===== src/rtl/operand_fetch_ctrl_pkg.sv =====
// Shared definitions for the operand fetch controller and the operand mux that follows it.
// Holds the fetch FSM encoding and the default opcode bit positions of the immediate selects.
package operand_fetch_ctrl_pkg;

    localparam int DATA_W_DEF   = 32;
    localparam int IMM1_BIT_DEF = 28;
    localparam int IMM2_BIT_DEF = 29;
    localparam int STALL_W_DEF  = 16;

    typedef enum logic [2:0] {
        IDLE  = 3'd0,
        REQ_A = 3'd1,
        DAT_A = 3'd2,
        REQ_B = 3'd3,
        DAT_B = 3'd4,
        DONE  = 3'd5
    } fetch_state_t;

endpackage


===== src/rtl/operand_fetch_ctrl_if.sv =====
// Instruction-in, shared register read port and operand-out signals of the fetch controller.
// The slave modport is the controller's view; master is the surrounding pipeline and arbiter.
interface operand_fetch_ctrl_if #(
    parameter int DATA_W = 32
);
    logic              in_valid;
    logic              in_ready;
    logic [DATA_W-1:0] op_code;
    logic [DATA_W-1:0] addr_1;
    logic [DATA_W-1:0] addr_2;
    logic [DATA_W-1:0] imm_1;
    logic [DATA_W-1:0] imm_2;

    logic              rd_req;
    logic [DATA_W-1:0] rd_addr;
    logic              rd_gnt;
    logic [DATA_W-1:0] rd_data;

    logic              out_valid;
    logic              out_ready;
    logic [DATA_W-1:0] opa;
    logic [DATA_W-1:0] opb;
    logic [DATA_W-1:0] out_op;

    modport slave (
        input  in_valid, op_code, addr_1, addr_2, imm_1, imm_2,
        input  rd_gnt, rd_data, out_ready,
        output in_ready, rd_req, rd_addr, out_valid, opa, opb, out_op
    );

    modport master (
        output in_valid, op_code, addr_1, addr_2, imm_1, imm_2,
        output rd_gnt, rd_data, out_ready,
        input  in_ready, rd_req, rd_addr, out_valid, opa, opb, out_op
    );

endinterface


===== src/rtl/sat_counter.sv =====
// Up-counter that sticks at all-ones instead of wrapping; clear beats increment.
module sat_counter #(
    parameter int W = 16
) (
    input  logic         clk,
    input  logic         rst,
    input  logic         inc,
    input  logic         clr,
    output logic [W-1:0] cnt
);

    logic [W-1:0] cnt_reg;

    always_ff @(posedge clk or negedge rst) begin
        if (!rst) begin
            cnt_reg <= '0;
        end else if (clr) begin
            cnt_reg <= '0;
        end else if (inc && (cnt_reg != {W{1'b1}})) begin
            cnt_reg <= cnt_reg + 1'b1;
        end
    end

    assign cnt = cnt_reg;

endmodule


===== src/rtl/operand_fetch_ctrl.sv =====
// Fetches operands A and B for one instruction, each from its immediate or from the shared
// register read port, then holds them with the opcode until the downstream stage accepts.
module operand_fetch_ctrl
    import operand_fetch_ctrl_pkg::*;
#(
    parameter int DATA_W   = DATA_W_DEF,
    parameter int IMM1_BIT = IMM1_BIT_DEF,
    parameter int IMM2_BIT = IMM2_BIT_DEF,
    parameter int STALL_W  = STALL_W_DEF
) (
    input  logic               clk,
    input  logic               rst,
    operand_fetch_ctrl_if.slave bus,
    input  logic               clr_stats,
    output logic [STALL_W-1:0] stall_cnt
);

    fetch_state_t      state_reg;
    fetch_state_t      state_next;

    logic [DATA_W-1:0] op_reg;
    logic [DATA_W-1:0] addr1_reg;
    logic [DATA_W-1:0] addr2_reg;
    logic [DATA_W-1:0] opa_reg;
    logic [DATA_W-1:0] opb_reg;

    logic              rd_req_next;
    logic [DATA_W-1:0] rd_addr_next;

    logic              in_a_imm;
    logic              in_b_imm;
    logic              b_is_reg;
    logic              same_addr;

    assign in_a_imm  = bus.op_code[IMM1_BIT];
    assign in_b_imm  = bus.op_code[IMM2_BIT];
    assign b_is_reg  = !op_reg[IMM2_BIT];
    assign same_addr = (addr1_reg == addr2_reg);

    always_ff @(posedge clk or negedge rst) begin
        if (!rst) begin
            state_reg <= IDLE;
        end else begin
            state_reg <= state_next;
        end
    end

    always_comb begin
        state_next   = state_reg;
        rd_req_next  = 1'b0;
        rd_addr_next = '0;
        case (state_reg)
            IDLE: begin
                if (bus.in_valid) begin
                    if (!in_a_imm) begin
                        state_next = REQ_A;
                    end else if (!in_b_imm) begin
                        state_next = REQ_B;
                    end else begin
                        state_next = DONE;
                    end
                end
            end
            REQ_A: begin
                rd_req_next  = 1'b1;
                rd_addr_next = addr1_reg;
                if (bus.rd_gnt) begin
                    state_next = DAT_A;
                end
            end
            DAT_A: begin
                // A matching B address reuses the read just returned for A.
                state_next = (b_is_reg && !same_addr) ? REQ_B : DONE;
            end
            REQ_B: begin
                rd_req_next  = 1'b1;
                rd_addr_next = addr2_reg;
                if (bus.rd_gnt) begin
                    state_next = DAT_B;
                end
            end
            DAT_B: begin
                state_next = DONE;
            end
            DONE: begin
                if (bus.out_ready) begin
                    state_next = IDLE;
                end
            end
            default: begin
                state_next = IDLE;
            end
        endcase
    end

    always_ff @(posedge clk or negedge rst) begin
        if (!rst) begin
            op_reg    <= '0;
            addr1_reg <= '0;
            addr2_reg <= '0;
            opa_reg   <= '0;
            opb_reg   <= '0;
        end else begin
            case (state_reg)
                IDLE: begin
                    if (bus.in_valid) begin
                        op_reg    <= bus.op_code;
                        addr1_reg <= bus.addr_1;
                        addr2_reg <= bus.addr_2;
                        if (in_a_imm) begin
                            opa_reg <= bus.imm_1;
                        end
                        if (in_b_imm) begin
                            opb_reg <= bus.imm_2;
                        end
                    end
                end
                DAT_A: begin
                    opa_reg <= bus.rd_data;
                    if (b_is_reg && same_addr) begin
                        opb_reg <= bus.rd_data;
                    end
                end
                DAT_B: begin
                    opb_reg <= bus.rd_data;
                end
                default: begin
                end
            endcase
        end
    end

    // Request outputs decode straight from state so an async reset drops them at once.
    assign bus.rd_req    = rd_req_next;
    assign bus.rd_addr   = rd_addr_next;
    assign bus.in_ready  = (state_reg == IDLE);
    assign bus.out_valid = (state_reg == DONE);
    assign bus.opa       = opa_reg;
    assign bus.opb       = opb_reg;
    assign bus.out_op    = op_reg;

    sat_counter #(
        .W (STALL_W)
    ) u_stall_cnt (
        .clk (clk),
        .rst (rst),
        .inc (rd_req_next && !bus.rd_gnt),
        .clr (clr_stats),
        .cnt (stall_cnt)
    );

endmodule


===== src/flat_wrapper.sv =====
// flat-port wrapper written by rule: the top's interface ports become plain ports
module operand_fetch_ctrl_flat import operand_fetch_ctrl_pkg::*;
#(
    parameter int DATA_W   = DATA_W_DEF,
    parameter int IMM1_BIT = IMM1_BIT_DEF,
    parameter int IMM2_BIT = IMM2_BIT_DEF,
    parameter int STALL_W  = STALL_W_DEF
)
  (clk, rst, clr_stats, stall_cnt, bus_in_valid, bus_op_code, bus_addr_1, bus_addr_2, bus_imm_1, bus_imm_2, bus_rd_gnt, bus_rd_data, bus_out_ready, bus_in_ready, bus_rd_req, bus_rd_addr, bus_out_valid, bus_opa, bus_opb, bus_out_op);
  operand_fetch_ctrl_if #(.DATA_W(DATA_W)) bus_i ();
  input  logic clk;
  input  logic rst;
  input  logic clr_stats;
  output logic [STALL_W-1:0] stall_cnt;
  input wire logic [$bits(bus_i.in_valid)-1:0] bus_in_valid;
  input wire logic [$bits(bus_i.op_code)-1:0] bus_op_code;
  input wire logic [$bits(bus_i.addr_1)-1:0] bus_addr_1;
  input wire logic [$bits(bus_i.addr_2)-1:0] bus_addr_2;
  input wire logic [$bits(bus_i.imm_1)-1:0] bus_imm_1;
  input wire logic [$bits(bus_i.imm_2)-1:0] bus_imm_2;
  input wire logic [$bits(bus_i.rd_gnt)-1:0] bus_rd_gnt;
  input wire logic [$bits(bus_i.rd_data)-1:0] bus_rd_data;
  input wire logic [$bits(bus_i.out_ready)-1:0] bus_out_ready;
  output wire logic [$bits(bus_i.in_ready)-1:0] bus_in_ready;
  output wire logic [$bits(bus_i.rd_req)-1:0] bus_rd_req;
  output wire logic [$bits(bus_i.rd_addr)-1:0] bus_rd_addr;
  output wire logic [$bits(bus_i.out_valid)-1:0] bus_out_valid;
  output wire logic [$bits(bus_i.opa)-1:0] bus_opa;
  output wire logic [$bits(bus_i.opb)-1:0] bus_opb;
  output wire logic [$bits(bus_i.out_op)-1:0] bus_out_op;
  assign bus_i.in_valid = bus_in_valid;
  assign bus_i.op_code = bus_op_code;
  assign bus_i.addr_1 = bus_addr_1;
  assign bus_i.addr_2 = bus_addr_2;
  assign bus_i.imm_1 = bus_imm_1;
  assign bus_i.imm_2 = bus_imm_2;
  assign bus_i.rd_gnt = bus_rd_gnt;
  assign bus_i.rd_data = bus_rd_data;
  assign bus_i.out_ready = bus_out_ready;
  assign bus_in_ready = bus_i.in_ready;
  assign bus_rd_req = bus_i.rd_req;
  assign bus_rd_addr = bus_i.rd_addr;
  assign bus_out_valid = bus_i.out_valid;
  assign bus_opa = bus_i.opa;
  assign bus_opb = bus_i.opb;
  assign bus_out_op = bus_i.out_op;
  operand_fetch_ctrl #(.DATA_W(DATA_W), .IMM1_BIT(IMM1_BIT), .IMM2_BIT(IMM2_BIT), .STALL_W(STALL_W)) u_core (.clk(clk), .rst(rst), .bus(bus_i), .clr_stats(clr_stats), .stall_cnt(stall_cnt));
endmodule

===== config.mk =====
export PLATFORM = sky130hd
export DESIGN_NAME = operand_fetch_ctrl_flat
export DESIGN_NICKNAME = d
export VERILOG_FILES = /design/src/rtl/operand_fetch_ctrl_pkg.sv /design/src/rtl/operand_fetch_ctrl_if.sv /design/src/rtl/sat_counter.sv /design/src/rtl/operand_fetch_ctrl.sv /design/src/flat_wrapper.sv
export SDC_FILE = /design/constraint.sdc
export NUM_CORES = 1
export LEC_CHECK = 0
export BUFFER_PORTS_ARGS = -buffer_cell sky130_fd_sc_hd__buf_2
export CORE_AREA = 2 2 158 160
export CTS_BUF_LIST = sky130_fd_sc_hd__clkbuf_16
export DETAILED_ROUTE_END_ITERATION = 10
export DIE_AREA = 0 0 160 162
export HOLD_SLACK_MARGIN = 0.12
export PLACE_DENSITY = 0.72
export RECOVER_POWER = 100
export REMOVE_ABC_BUFFERS = 1
export SKIP_CTS_REPAIR_TIMING = 1
export SYNTH_ARGS = -nofsm -noshare
export SYNTH_HDL_FRONTEND = slang
export SYNTH_SLANG_ARGS = --single-unit

===== constraint.sdc =====
create_clock -name clk -period 5.9 [get_ports clk]
set_input_delay 0.295 -clock clk [delete_from_list [all_inputs] [get_ports clk]]
set_output_delay 0.295 -clock clk [all_outputs]
set_load 0.005 [all_outputs]

==> out/metrics.cfg <==
[global_route]
grt_use_total=0.200
grt_max_degree=96
grt_pass1_vias=8011
antenna_found_initial=0
grt-ovfl-total=0
grt_pass1_wl_um=41700

[synthesis]
ys_ff_latch=179
yosysSeqAreaShare=0.471
synth_compound_area_frac=0.0928
yosys_warnings=0
synthMuxAreaShare=0.215
synth_fa_ha_area_frac=0.00132
syn_area_per_cell_um2=10.7
synthXorXnorAreaFrac=0.0433
syn_inst=885
ys_types=43
synthSimpleGateAreaFrac=0.137
synthArstFlopShare=1.00
synthFlopType=dfrtp_1
synth_edf_count=0
synth_top_family_by_area=multiplexers
syn_area_mm2=0.00951

[clocking]
insertion_delay_ns=0.44
clk_path_buf_depth=2
cts_root_buffer=clkbuf_16
cts.clk_slew.worst_paths_ns=0.08
cts_htree_levels=4
cts_tree=done
clkSinkCount=179
cts_buffers=17

[timing]
relSlewSlack=-0.747
hold_violations=0
max_freq_mhz=234
tns_ns=0
setup_viol=0
clock_skew_ns=0.0187
fin_crit_sh=0.724
slew_violations=350
whs_ns=0.147
rsz0062_at_grt=no
max_slew.worst_pin.slew_ns=2.62
min_period_ns=4.27

[layout]
seqCellArea_mm2=0.00448
fillCellCount=2156
most-common-layout-cells=241 x buf_2, 178 x dfrtp_1, 103 x clkbuf_1
multi_input_comb_area_mm2=0.00465
area_growth_pct=34.1
final_common_cell=buf_2
n_antenna_cell=0
fin_nets=1471
drive_gt1_frac=0.297

[detailed_routing]
wl_met3_um=1960
drc=0
finalWirelength_um=28400
wire_per_inst_um=17.7
drt_first_iter_violations=356
met2_length_um=14100
num_vias=8512
top_layer_used=met4
drt_first_pass_iters=5
routed_via_density=5.29
wl_met1_um=11800
ant_nets=0

[worst_setup_path]
crit_required_ns=5.61
worstSetupStartpointType=flip-flop
cp-end-kind=output pin
worstSetupStartpoint=u_core.state_reg[1]
arrival_ns=3.98
r2r-start=u_core.state_reg[1]
cp_max_fo=95
path_class=flip-flop to output pin

[floorplanning]
die_area_mm2=0.0259
dieWidth_um=160
die_y_um=162
boundaryPins=345
num_rows=57
initial_core_util=0.394
coreArea_mm2=0.0241

[min_path]
hold_path_startpoint=bus_op_code[5]
hold_class=input pin to flip-flop

[power]
pwr-share-clk=0.187
switchingPower_uw=2550
p_per_area_mw_per_mm2=499
p_int_uw=3810
combPwrFrac=0.443
power.share.sequential=0.370
p_sw_frac=0.401
ir_drop_mv=0.274
leakage_uw=0.00558

[placed_design]
port_buffers=344
gp_congestion=0.765
place_hpwl_um=18300

[status]
status=complete, but fails checks
violations=capacitance limit, slew limit

[job]
maxCapViolCount=7

-- worst max-delay path: stages, from the launching register on --
cell	delay, ns
dfrtp_4	1.14
clkbuf_1	1.70
mux2i_1	0.28
nor2_1	0.21
clkbuf_1	0.15
-- stage by stage --
| step | util | area (um2) | std cells | power, uW | setup slack [ns] |
|---|---|---|---|---|---|
| after floorplan | - | 9150 | 807 | 4140 | 0.590 |
| after global placement | 0.471 | 11400 | 1484 | 5070 | 2.44 |
| after detailed placement | 0.471 | 11400 | 1484 | 5180 | 2.39 |
| after CTS | 0.497 | 12000 | 1516 | 6380 | 2.36 |
| after global routing | 0.529 | 12800 | 1609 | 6830 | 1.33 |
| final | 0.529 | 12800 | 1609 | 6360 | 1.63 |
-- power by group through the flow --
stage | Clock, uW | Sequential (uW) | Combinational (uW)
final | 1190 | 2350 | 2820
after global routing | 1270 | 2430 | 3130
after global placement | 0 | 2310 | 2760
after CTS | 1220 | 2330 | 2840
after detailed placement | 0 | 2350 | 2830
after floorplan | 0 | 2310 | 1830
-- logic make-up after synthesis --
| kind of cell | count (synthesis) |
|---|---|
| multiplexers | 192 |
| XOR/XNOR | 47 |
| AO/OA/AOI/OAI | 121 |
| buffers and inverters | 84 |
| flip-flops | 179 |
| adder cells (fa/ha/maj) | 1 |
| AND/OR/NAND/NOR | 261 |
-- area by class of cell --
cell class,count,share of cell area
Clock buffer,17,0.0334
Clock inverter,15,0.0145
Inverter,6,0.00177
Multi-Input combinational cell,622,0.364
Sequential cell,179,0.352
Tap cell,324,0.0318
Timing Repair Buffer,446,0.203
-- layer usage --
| metal | vias up | GRT usage |
|---|---|---|
| met5 | - | 0 |
| met4 | 0 | 0.0553 |
| met3 | 40 | 0.0628 |
| met2 | 331 | 0.341 |
| met1 | 4128 | 0.245 |
| li1 | 4013 | - |
-- path summary, 6_finish.rpt --
path	slack, ns	cells past startpoint	to
max	1.63	4	bus_rd_addr[14]
min	0.15	2	u_core.bus.out_op[5]
max reg2reg	1.66	5	u_core.bus.opb[4]
min reg2reg	0.48	2	u_core.bus.opa[3]
max in group asynchronous	3.07	3	u_core.addr1_reg[3]
min in group asynchronous	0.50	2	u_core.bus.opa[26]
-- synth_stat cells, types with 3 or more instances --
master,instances,area [um2]
mux2i_1,97,971
nand2_1,73,274
nor4_1,9,56.3
inv_1,5,18.8
buf_2,24,120
o211ai_1,36,270
clkbuf_1,42,158
nor4b_1,3,26.3
buf_1,6,22.5
or4_1,32,240
nand3_1,67,335
xor2_1,41,359
a21oi_1,5,25.0
xnor2_1,6,52.6
o21ai_1,4,20.0
nor3_1,3,15.0
nand4_1,7,43.8
o2111ai_1,3,26.3
o311a_1,32,320
nor2_1,51,191
mux2_2,95,1070
dfrtp_1,179,4480
o21ai_0,36,180
buf_6,5,56.3
(Power assumes the default switching activity.)
